### src/rtl/booth_mult_arbiter.sv
// Round-robin arbiter that shares one sequential Booth multiplier between N_REQ requesters.
// Optional WAIT-state watchdog with o_err output: define BOOTH_MULT_ARB_TIMEOUT_EN.
module booth_mult_arbiter #(
    parameter int unsigned N_REQ       = 2,
    parameter int unsigned DW          = 8,
    parameter int unsigned PW          = 16,
    parameter int unsigned TIMEOUT_CYC = 64
) (
    input  logic                  clk,
    input  logic                  rst,
    input  logic [N_REQ-1:0]      i_req,
    input  logic [N_REQ*DW-1:0]   i_mc,
    input  logic [N_REQ*DW-1:0]   i_mp,
    output logic [N_REQ-1:0]      o_gnt,
    output logic [N_REQ-1:0]      o_done,
    output logic [PW-1:0]         o_product,
    output logic                  o_busy,
    output logic                  o_mult_start,
    output logic [DW-1:0]         o_mult_mc,
    output logic [DW-1:0]         o_mult_mp,
`ifdef BOOTH_MULT_ARB_TIMEOUT_EN
    output logic                  o_err,
`endif
    input  logic                  i_mult_rdy,
    input  logic [PW-1:0]         i_mult_product
);

    localparam int unsigned IW = (N_REQ > 1) ? $clog2(N_REQ) : 1;

    if (PW != 2 * DW || N_REQ < 2 || N_REQ > 8 || TIMEOUT_CYC < 2) begin : g_bad_cfg
        $error("booth_mult_arbiter: unsupported parameter set");
    end

    typedef enum logic [1:0] {
        S_IDLE    = 2'd0,
        S_LAUNCH  = 2'd1,
        S_WAIT    = 2'd2,
        S_DELIVER = 2'd3
    } state_t;

    state_t              state_q;
    logic [IW-1:0]       ptr_q;
    logic [IW-1:0]       winner_q;
    logic                seen_low_q;
    logic [N_REQ-1:0]    gnt_q;
    logic [N_REQ-1:0]    done_q;
    logic [PW-1:0]       product_q;
    logic                busy_q;
    logic                start_q;
    logic [DW-1:0]       mc_q;
    logic [DW-1:0]       mp_q;

`ifdef BOOTH_MULT_ARB_TIMEOUT_EN
    localparam int unsigned CW = $clog2(TIMEOUT_CYC);
    logic [CW-1:0]       tmo_q;
    logic                err_q;
    assign o_err = err_q;
`endif

    logic                pick_vld_d;
    logic [IW-1:0]       pick_idx_d;
    logic [N_REQ-1:0]    pick_gnt_d;
    logic [DW-1:0]       pick_mc_d;
    logic [DW-1:0]       pick_mp_d;
    logic [IW-1:0]       ptr_d;

    // Round-robin scan starting at ptr_q, wrapping modulo N_REQ.
    always_comb begin : p_pick
        int unsigned j;
        j          = 0;
        pick_vld_d = 1'b0;
        pick_idx_d = '0;
        for (int unsigned i = 0; i < N_REQ; i++) begin
            j = 32'(ptr_q) + i;
            if (j >= N_REQ) begin
                j = j - N_REQ;
            end
            if (!pick_vld_d && i_req[IW'(j)]) begin
                pick_vld_d = 1'b1;
                pick_idx_d = IW'(j);
            end
        end
        pick_gnt_d = N_REQ'(1) << pick_idx_d;
        pick_mc_d  = i_mc[pick_idx_d*DW +: DW];
        pick_mp_d  = i_mp[pick_idx_d*DW +: DW];
        ptr_d      = (winner_q == IW'(N_REQ - 1)) ? '0 : winner_q + 1'b1;
    end

    // Transaction FSM; every output is a register written here.
    always_ff @(posedge clk) begin
        if (rst) begin
            state_q    <= S_IDLE;
            ptr_q      <= '0;
            winner_q   <= '0;
            seen_low_q <= 1'b0;
            gnt_q      <= '0;
            done_q     <= '0;
            product_q  <= '0;
            busy_q     <= 1'b0;
            start_q    <= 1'b0;
            mc_q       <= '0;
            mp_q       <= '0;
`ifdef BOOTH_MULT_ARB_TIMEOUT_EN
            tmo_q      <= '0;
            err_q      <= 1'b0;
`endif
        end else begin
            case (state_q)
                S_IDLE: begin
                    if (pick_vld_d) begin
                        winner_q <= pick_idx_d;
                        gnt_q    <= pick_gnt_d;
                        mc_q     <= pick_mc_d;
                        mp_q     <= pick_mp_d;
                        start_q  <= 1'b1;
                        busy_q   <= 1'b1;
                        state_q  <= S_LAUNCH;
                    end
                end
                S_LAUNCH: begin
                    start_q    <= 1'b0;
                    seen_low_q <= 1'b0;
`ifdef BOOTH_MULT_ARB_TIMEOUT_EN
                    tmo_q      <= '0;
`endif
                    state_q    <= S_WAIT;
                end
                S_WAIT: begin
                    // A high rdy only counts once a low has been seen for this operation.
                    if (!i_mult_rdy) begin
                        seen_low_q <= 1'b1;
                    end
                    if (i_mult_rdy && seen_low_q) begin
                        product_q <= i_mult_product;
                        done_q    <= gnt_q;
                        state_q   <= S_DELIVER;
                    end
`ifdef BOOTH_MULT_ARB_TIMEOUT_EN
                    else if (tmo_q == CW'(TIMEOUT_CYC - 1)) begin
                        product_q <= '0;
                        done_q    <= gnt_q;
                        err_q     <= 1'b1;
                        state_q   <= S_DELIVER;
                    end else begin
                        tmo_q <= tmo_q + 1'b1;
                    end
`endif
                end
                S_DELIVER: begin
                    done_q  <= '0;
                    gnt_q   <= '0;
                    busy_q  <= 1'b0;
                    ptr_q   <= ptr_d;
`ifdef BOOTH_MULT_ARB_TIMEOUT_EN
                    err_q   <= 1'b0;
`endif
                    state_q <= S_IDLE;
                end
                default: state_q <= S_IDLE;
            endcase
        end
    end

    assign o_gnt        = gnt_q;
    assign o_done       = done_q;
    assign o_product    = product_q;
    assign o_busy       = busy_q;
    assign o_mult_start = start_q;
    assign o_mult_mc    = mc_q;
    assign o_mult_mp    = mp_q;

endmodule

### config.mk
export PLATFORM = sky130hd
export DESIGN_NAME = booth_mult_arbiter
export DESIGN_NICKNAME = d
export VERILOG_FILES = /design/src/rtl/booth_mult_arbiter.sv
export SDC_FILE = /design/constraint.sdc
export NUM_CORES = 1
export LEC_CHECK = 0
export CAP_MARGIN = 10
export CELL_PAD_IN_SITES_DETAIL_PLACEMENT = 1
export CELL_PAD_IN_SITES_GLOBAL_PLACEMENT = 1
export CORE_ASPECT_RATIO = 1.25
export CORE_MARGIN = 2
export CORE_UTILIZATION = 43
export CTS_CLUSTER_DIAMETER = 50
export DETAILED_ROUTE_END_ITERATION = 12
export DONT_BUFFER_PORTS = 1
export GPL_TIMING_DRIVEN = 0
export PLACE_DENSITY = 0.73
export SLEW_MARGIN = 20
export SYNTH_ARGS = -nofsm -noshare
export SYNTH_HDL_FRONTEND = slang
export SYNTH_SLANG_ARGS = --single-unit
### constraint.sdc
create_clock -name clk -period 1.7 [get_ports clk]
set_input_delay 0.17 -clock clk [delete_from_list [all_inputs] [get_ports clk]]
set_output_delay 0.17 -clock clk [all_outputs]
set_load 0.1 [all_outputs]
==> qor.yml, run 1 <==
run_status: "complete, no violations"
hold_path_class: "in -> reg"
diodes_inserted: 0
seq_area_frac_synth_pct: 44.8
clk_latency_ps: 300
place_hpwl_mm: 4.03
layout_commonest_cell: "dfxtp_1"
synth_xor_xnor_area_share_pct: 0
reg2regPathDepth: 2
drt-total-wl_mm: 5.22
yosys_warnings: 0
fin_cells: 296
first_iter_violations: 87
gpl.final_weighted_congestion: 0.694
tightestPinTransition_ps: 1030
grt_overflow: 0
synthesis.area_sq_um: 1920
worstSetupPathType: "reg -> reg"
peakVddDrop_mv: 1.05
critical_path_required_ps: 1920
crit_path_start_kind: "flip-flop"
std_cell_core_area_sq_um: 4360
comb_power_share_pct: 24.5
timing.critical_path.to_type: "flip-flop"
clk_pin_slew_ps: 90
timing.setup.tns_ps: 0
dominant_combinational_cell_family_by_area_after_synthesis: "compound AO/OA/AOI/OAI gates"
tritoncts: "built"
grt_start_max_net_pins: 16
initial_utilization_pct: 44.1
hold_viol: 0
via_per_inst: 5.65
wire_length_of_the_first_global_routing_pass_mm: 8.25
timing.final.crit_share_pct: 91.6
drc_errors: 0
die_h_um: 78.7
hold_depth: 2
synth-compound-area-share_pct: 26.0
post-place-cells: 282
netSwitchingPower_mw: 2.23
internal-power_mw: 1.93
final_antenna_net_count: 0
rsz_0062_raised_after_global_routing: "false"
cts_inserted_buffers: 5
finalSetupViolations: 0
cts_num_sinks: 43
die_x_um: 63.8
drv_slew: 0
grt_use_total_pct: 20.8
maxCapViolCount: 0
seq_power_share_pct: 59.6
io_buffers: 0
cts_buffer_depth: 2
wl_per_cell_um: 17.6
fillCellCount: 520
num_io_pins: 91
htreeDepth: 2
synthSimpleGateAreaFrac_pct: 20.0
grt_antenna_before_repair: 0
pwr_cell_area_nw_per_um2: 1930
post_route_cells_drive_above_1_share_pct: 16.0
dr_total_vias: 1673
synth.distinct_cells: 29
die_area_sq_um: 5020
path_max_fanout: 2
worst_case_headroom_to_the_max_slew_limit_pct: 31.3
postSynthNetCount: 281
power.share.clock_pct: 15.9
post_synth_mux_area_share_pct: 0
cts_post_setup_buffers_inserted: 0
syn-instance-count: 224
netSwitchingFraction_pct: 53.5
power.leakage_nw: 0.725
floorplan.rows: 27
nNetsFinal: 294
final.min_clock_period_ps: 1560
first_global_vias: 1833
max_clock_freq_mhz: 642
synthAdderAreaFrac_pct: 2.61
drtPass1Iterations: 4
postSynthAreaPerCell_sq_um: 8.57
clk_skew_ps: 8.35
cts_root_buffer: "clkbuf_8"
final_cell_mix: "dfxtp_1 (42), nand2_1 (35), nor2_1 (23), a21oi_1 (23), nand3_1 (18)"
synth-seq-cells: 43
synthToLayoutAreaGrowth_pct: 12.4
cp_data_arrival_time_ps: 1770
-- registers in the layout (all words and copies together), names as in the netlist --
name          count
o_product        16
o_mult_mc         8
o_mult_mp         8
o_done            2
o_gnt             2
state_q           2
o_busy            1
o_mult_start      1
ptr_q             1
seen_low_q        1
winner_q          1
-- cells in the mapped netlist --
| master | count | area share, % |
|---|---|---|
| or4b_1 | 1 | 0.52 |
| dfxtp_1 | 43 | 45 |
| a32oi_1 | 1 | 0.46 |
| nor2b_1 | 1 | 0.33 |
| and3_1 | 1 | 0.33 |
| nand2b_1 | 2 | 0.65 |
| ha_1 | 4 | 2.6 |
| a311oi_2 | 12 | 9.4 |
| nand3_1 | 19 | 5.0 |
| nor3b_2 | 1 | 0.65 |
| nor2_1 | 23 | 4.5 |
| o21ai_0 | 13 | 3.4 |
| a21oi_1 | 23 | 6.0 |
| o21bai_1 | 1 | 0.39 |
| nand3b_1 | 2 | 0.78 |
| o21ai_1 | 10 | 2.6 |
| inv_2 | 1 | 0.20 |
| buf_6 | 3 | 1.8 |
| inv_1 | 3 | 0.59 |
| nand2_1 | 35 | 6.8 |
| a21boi_1 | 1 | 0.39 |
| clkbuf_1 | 8 | 1.6 |
| a211oi_1 | 1 | 0.39 |
| o31ai_1 | 1 | 0.39 |
| buf_2 | 2 | 0.52 |
| a311oi_1 | 4 | 1.8 |
| and2b_2 | 1 | 0.46 |
| o21a_1 | 2 | 0.78 |
| buf_4 | 5 | 2.0 |
-- path summary, 6_finish.rpt --
path	endpoint	startpoint	slack (ps)
setup reg to reg	o_done[1]$_SDFFE_PP0P_	o_done[1]$_SDFFE_PP0P_	140
hold / removal	o_product[3]$_SDFFE_PP0P_	i_mult_product[3]	10
setup / recovery	o_done[1]$_SDFFE_PP0P_	o_done[1]$_SDFFE_PP0P_	140
hold reg to reg	ptr_q$_SDFFE_PP0P_	winner_q$_SDFFE_PP0P_	480
-- cell families (layout without fill, tap and decap cells) --
group	after synthesis	in the layout
fa+ha+maj	4	4
buf+inv	22	36
simple gates	86	86
flops	43	43
compound gates	69	69
-- per-layer routing --
| metal | wire [um] | vias up | global-route usage, % |
|---|---|---|---|
| met2 | 2800 | 71 | 39.5 |
| met3 | 411 | 7 | 7.08 |
| li1 | - | 819 | - |
| met4 | 62 | 0 | 5.65 |
| met5 | 0 | - | 0 |
| met1 | 1950 | 776 | 21.3 |
-- final cells by class --
class | count | area (sq um) | share of cell area (%)
well taps | 58 | 72.6 | 3.36
inverters | 4 | 15.0 | 0.695
clock buffers | 5 | 68.8 | 3.19
clock inverters | 3 | 25.0 | 1.16
repair buffers | 6 | 60.1 | 2.78
multi-input cells | 159 | 943 | 43.7
flip-flops and latches | 43 | 862 | 39.9
plain buffers | 18 | 113 | 5.21
-- power by group through the flow --
| stage | Combinational, mW | Clock, mW | Sequential (mW) |
|---|---|---|---|
| floorplan | 0.812 | 0 | 2.45 |
| global placement | 0.935 | 0 | 2.49 |
| finish | 1.02 | 0.662 | 2.48 |
| CTS | 1.02 | 0.685 | 2.48 |
| detailed placement | 1.01 | 0 | 2.50 |
| global route | 1.15 | 0.732 | 2.51 |
-- metrics by stage --
stage / worst slack (ps) / hold WS [ps] / total power [mW] / cell area (sq um) / util [%]
detailed placement: -127 / 319 / 3.51 / 1990 / 45.7
CTS: 42.4 / 1.61 / 4.19 / 2130 / 49.0
finish: 142 / 9.67 / 4.16 / 2160 / 49.6
global placement: 39.3 / 308 / 3.42 / 1990 / 45.7
floorplan: 220 / 306 / 3.26 / 1920 / -
global route: 30.1 / 0.516 / 4.38 / 2160 / 49.6
-- critical path, stage by stage, from the launching register on --
cell and delay [ps]:
dfxtp_1 980, o21ai_0 300, a21oi_1 210
-- timing repair --
| action | in CTS | in global routing |
|---|---|---|
| hold buffers | 4 | 2 |
| endpoints found under the setup margin | 10 | 12 |
| endpoints found under the hold margin | 4 | 2 |
| resized for setup | 2 | 3 |
| pin swaps | 0 | 0 |
Power figures use the tool's default switching activity.
==> run 2, diff against run 1 <==
- CAP_MARGIN: 10 -> not set
- CORE_MARGIN: 2 -> not set
- PLACE_DENSITY: 0.73 -> not set
- PLACE_DENSITY_LB_ADDON: not set -> 0.3
==> qor.yml, run 2 (synthesized netlist as in run 1, its figures left out) <==
die_area_sq_um: 4740  # -5.6%
first_global_vias: 1824  # -0.49%
preCtsSetupSlack_ps: -116  # +10.1 ps
gpl.final_weighted_congestion: 0.798  # +15%
pwr_cell_area_nw_per_um2: 1970  # +2.6%
die_h_um: 76.7  # -2.5%
cts_num_sinks: 43  # unchanged
grt_use_total_pct: 24.4  # +3.7 points
cts_root_buffer: "clkbuf_8"
dr_total_vias: 1727  # +3.2%
diodes_inserted: 0  # unchanged
final_cell_mix: "dfxtp_1 (42), nand2_1 (35), nor2_1 (23), a21oi_1 (23), nand3_1 (18)"
io_buffers: 0  # unchanged
wl_per_cell_um: 18.3  # +3.8%
clk_skew_ps: 7.53  # -0.823 ps
run_status: "complete, no violations"
wire_length_of_the_first_global_routing_pass_mm: 8.65  # +4.9%
drv_slew: 0  # unchanged
dpl_cell_area_sq_um: 1990  # -0.13%
timing.setup.tns_ps: 0  # unchanged
grt_start_max_net_pins: 15  # -1
finalSetupViolations: 0  # unchanged
largest_register_ffs: 16  # unchanged
tritoncts: "built"
peakVddDrop_mv: 1.07  # +1.2%
synthToLayoutAreaGrowth_pct: 18.2
first_iter_violations: 53  # -39%
timing.critical_path.to_type: "flip-flop"
cp_data_arrival_time_ps: 1800  # +30 ps
layout.cell_area.non_filler_sq_um: 2270  # +5.1%
grt_overflow: 0  # unchanged
drc_errors: 0  # unchanged
fin_total_pwr_mw: 4.48  # +7.8%
num_io_pins: 91  # unchanged
place_hpwl_mm: 3.67  # -9.0%
nNetsFinal: 301  # +2.4%
final_util_pct: 54.1  # +4.5 points
worst_case_headroom_to_the_max_slew_limit_pct: 31.6  # +0.34 points
final_antenna_net_count: 0  # unchanged
crit_path_start_kind: "flip-flop"
floorplan.rows: 26  # -3.7%
rsz_0062_raised_after_global_routing: "true"
drt-total-wl_mm: 5.50  # +5.5%
critical_path_required_ps: 1910  # about the same
cts_buffer_depth: 2  # unchanged
clk_latency_ps: 300  # about the same
drtPass1Iterations: 4  # unchanged
die_x_um: 61.8  # -3.1%
grt_antenna_before_repair: 0  # unchanged
hold_viol: 0  # unchanged
via_per_inst: 5.74  # +1.5%
worstSetupPathType: "reg -> reg"
clk_pin_slew_ps: 90  # about the same
path_max_fanout: 7  # +5
initial_utilization_pct: 45.8  # +1.7 points
post_route_cells_drive_above_1_share_pct: 15.5  # -0.46 points
maxCapViolCount: 0  # unchanged
layout_commonest_cell: "dfxtp_1"
power.leakage_nw: 0.775  # +6.8%
hold_path_class: "in -> reg"
timing.final.crit_share_pct: 93.6  # +1.9 points
max_clock_freq_mhz: 629  # -2.1%
cts_inserted_buffers: 5  # unchanged
finalWorstSetupSlack_ps: 109  # -33.0 ps
htreeDepth: 2  # unchanged
tightestPinTransition_ps: 1020  # -5.07 ps
final.min_clock_period_ps: 1590  # +33.0 ps
std_cell_core_area_sq_um: 4200  # -3.7%
-- run 2: cell count changes in the layout (fill, tap and decap cells not counted), sizes merged --
cell,before,now
clkinv,2,0
bufinv,0,2
dlygate4sd3,6,13
-- run 2: path summary, 6_finish.rpt --
path                                         startpoint  cells after the start  slack (ps)                   endpoint
worst max-delay path            state_q[1]$_SDFFE_PP0P_                      5         110    state_q[1]$_SDFFE_PP0P_
worst min-delay path                  i_mult_product[7]                      2          10  o_product[7]$_SDFFE_PP0P_
worst max register to register  state_q[1]$_SDFFE_PP0P_                      5         110    state_q[1]$_SDFFE_PP0P_
worst min register to register    winner_q$_SDFFE_PP0P_                      1         440         ptr_q$_SDFFE_PP0P_
-- run 2: final cells by class --
| class | count | area [sq um] |
|---|---|---|
| fillers | 514 | 1930 |
| repair buffers | 13 | 130 |
| clock buffers | 5 | 68.8 |
| clock inverters | 3 | 67.6 |
| multi-input cells | 159 | 943 |
| plain buffers | 18 | 113 |
| flip-flops and latches | 43 | 862 |
| well taps | 56 | 70.1 |
| inverters | 4 | 15.0 |
-- run 2: repair_timing --
action                                 CTS  global route
resized for setup                        3             2
endpoints found under the hold margin   13             0
setup endpoints to repair               11            12
setup buffers                            0             0
hold buffers                            13             0
gates cloned                             0             0
-- run 2: report_power, final --
part	total (mW)	internal [mW]	leakage (nW)	switching [mW]
sequential	2.47	1.20	0.352	1.27
combinational	1.05	0.451	0.358	0.598
clock	0.959	0.586	0.0644	0.372
-- run 2: stage by stage --
stage	hold WS [ps]	cells
after global routing	14.2	301
after global placement	308	280
after detailed placement	314	280
final	11.5	301
after CTS	4.87	301
after floorplan	306	224
-- run 2: per-layer routing --
| layer | vias up | wire length (um) | global-route usage (%) |
|---|---|---|---|
| li1 | 823 | - | - |
| met1 | 818 | 2110 | 26.2 |
| met2 | 74 | 2840 | 42.7 |
| met3 | 12 | 458 | 9.11 |
| met4 | 0 | 95 | 7.33 |
| met5 | - | 0 | 0 |
-- run 2: worst max-delay path, stage by stage, from the launching register on --
cell	delay (ps)
dfxtp_1	360
inv_1	100
ha_2	230
nor3b_2	210
or4b_1	520
o31ai_1	80
==> run 3, diff against run 2 <==
- PLACE_DENSITY_LB_ADDON: 0.3 -> 0.25
==> qor.yml, run 3 (synthesized netlist as in run 1, its figures left out) <==
dpl_cell_area_sq_um: 1990  # unchanged
max_clock_freq_mhz: 628  # -0.15%
drv_slew: 0  # unchanged
via_per_inst: 5.63  # -1.9%
drc_errors: 0  # unchanged
hold_path_class: "in -> reg"
maxCapViolCount: 0  # unchanged
largest_register_ffs: 16  # unchanged
nNetsFinal: 288  # -4.3%
worstSetupPathType: "reg -> reg"
critical-path-max-stage-delay_ps: 510  # about the same
layout.cell_area.non_filler_sq_um: 2120  # -6.5%
timing.final.crit_share_pct: 93.7  # +0.14 points
die_h_um: 76.7  # unchanged
power.leakage_nw: 0.716  # -7.5%
run_status: "complete, no violations"
critical_path.cell_chain: "inv_1, ha_2, nor3b_2, or4b_1, o31ai_1"
gpl.final_weighted_congestion: 0.754  # -5.6%
grt_overflow: 0  # unchanged
hold_path.startpoint: "i_mult_product[7]"
fin_total_pwr_mw: 4.28  # -4.5%
hold_viol: 0  # unchanged
die_area_sq_um: 4740  # unchanged
grt_antenna_before_repair: 0  # unchanged
cts_num_sinks: 43  # unchanged
grt_start_max_net_pins: 14  # -1
cts_post_setup_buffers_inserted: 0  # unchanged
crit_path_start_kind: "flip-flop"
cp_top_family: "simple AND/OR/NAND/NOR gates"
final_antenna_net_count: 0  # unchanged
cts_inserted_buffers: 5  # unchanged
multi_input_area_sq_um: 943  # unchanged
clk_pin_slew_ps: 90  # about the same
final_cell_mix: "dfxtp_1 (43), nand2_1 (35), nor2_1 (23), a21oi_1 (23), nand3_1 (18)"
peakVddDrop_mv: 1.12  # +4.9%
reg2regPathDepth: 5  # unchanged
critical_path_required_ps: 1910  # about the same
fillCellCount: 530  # +3.1%
finalSetupViolations: 0  # unchanged
hold_depth: 2  # unchanged
cp_startpoint: "state_q[0]$_SDFFE_PP0P_"
place_hpwl_mm: 3.56  # -2.9%
wire_length_of_the_first_global_routing_pass_mm: 7.70  # -11%
cts_buffer_depth: 2  # unchanged
final-seq-area_sq_um: 861  # -0.15%
rrSetupSlack_ps: 110  # about the same
cts_root_buffer: "clkbuf_8"
clk_skew_ps: 11.0  # +3.47 ps
rsz_0062_raised_after_global_routing: "true"
drtPass1Iterations: 4  # unchanged
timing.critical_path.to_type: "flip-flop"
pwr_cell_area_nw_per_um2: 2020  # +2.2%
die_x_um: 61.8  # unchanged
initial_utilization_pct: 45.8  # unchanged
holdPathEnd: "o_product[7]$_SDFFE_PP0P_"
drt-total-wl_mm: 4.72  # -14%
wl_per_cell_um: 16.4  # -10%
floorplan.rows: 26  # unchanged
worst_case_headroom_to_the_max_slew_limit_pct: 32.9  # +1.3 points
synthToLayoutAreaGrowth_pct: 10.5
clk_latency_ps: 290  # about the same
cp_data_arrival_time_ps: 1800  # about the same
critical_path_buf_inv_count: 1  # unchanged
tightestPinTransition_ps: 1010  # -18.8 ps
reg2reg_from: "state_q[0]$_SDFFE_PP0P_"
tritoncts: "built"
layout_commonest_cell: "dfxtp_1"
htreeDepth: 2  # unchanged
final.min_clock_period_ps: 1590  # +2.44 ps
first_iter_violations: 69  # +30%
diodes_inserted: 0  # unchanged
num_io_pins: 91  # unchanged
regToRegEndpoint: "state_q[1]$_SDFFE_PP0P_"
path_max_fanout: 7  # unchanged
critPathSlowestCell: "or4b_1"
io_buffers: 0  # unchanged
dr_total_vias: 1621  # -6.1%
grt_use_total_pct: 21.3  # -3.1 points
std_cell_core_area_sq_um: 4200  # unchanged
post_route_cells_drive_above_1_share_pct: 15.9  # +0.44 points
first_global_vias: 1668  # -8.6%
-- run 3: changes by cell type in the layout (fill, tap and decap cells not counted), sizes merged --
cell,previous run,this run
dlygate4sd3,13,0
clkbuf,13,15
clkinvlp,1,0
bufinv,2,1
buf,10,9
clkinv,0,1
-- run 3: layer usage --
metal	up-vias	part of all wire (%)	wire, um	global-route usage (%)
met5	-	0	0	0
met4	0	0.57	27	7.33
met3	2	9.8	464	5.90
met2	70	49	2320	35.7
met1	750	40	1910	25.3
li1	799	-	-	-
-- run 3: where the power goes --
group | switching (mW) | internal, mW
logic | 0.570 | 0.424
registers | 1.27 | 1.20
clock network | 0.340 | 0.476
-- run 3: what timing repair did --
item,CTS,global route
setup endpoints to repair,10,24
resized for setup,2,3
gates cloned,0,0
hold buffers,0,0
-- run 3: metrics by stage --
stage	hold WS, ps	utilization, %	std cells	worst slack, ps	setup TNS, ps
final	12.8	50.6	288	107	0
after global routing	0.228	50.6	288	-13.8	-29.9
after CTS	2.91	50.4	288	23.6	0
after detailed placement	314	47.4	280	-147	-982
after global placement	308	47.4	280	-32.6	-308
after floorplan	306	-	224	220	0
-- run 3: worst max path at each step --
stage | endpoint | slack, ps | cells past startpoint
6_report | state_q[1]$_SDFFE_PP0P_ | 110 | 5
5_1_grt | o_mult_mc[6]$_SDFFE_PP0P_ | -10 | 7
4_1_cts | o_product[15]$_SDFFE_PP0P_ | 20 | 7
3_5_place_dp | o_product[15]$_SDFFE_PP0P_ | -150 | 6
3_3_place_gp | o_product[11]$_SDFFE_PP0P_ | -30 | 6
2_1_floorplan | state_q[1]$_SDFFE_PP0P_ | 220 | 5
-- run 3: layout make-up --
type	instances	share of cell area, %
multi-input combinational	159	44.5
sequential	43	40.6
buffer	18	5.42
clock buffer	6	3.89
tap	56	3.30
clock inverter	2	1.65
inverter	4	0.708
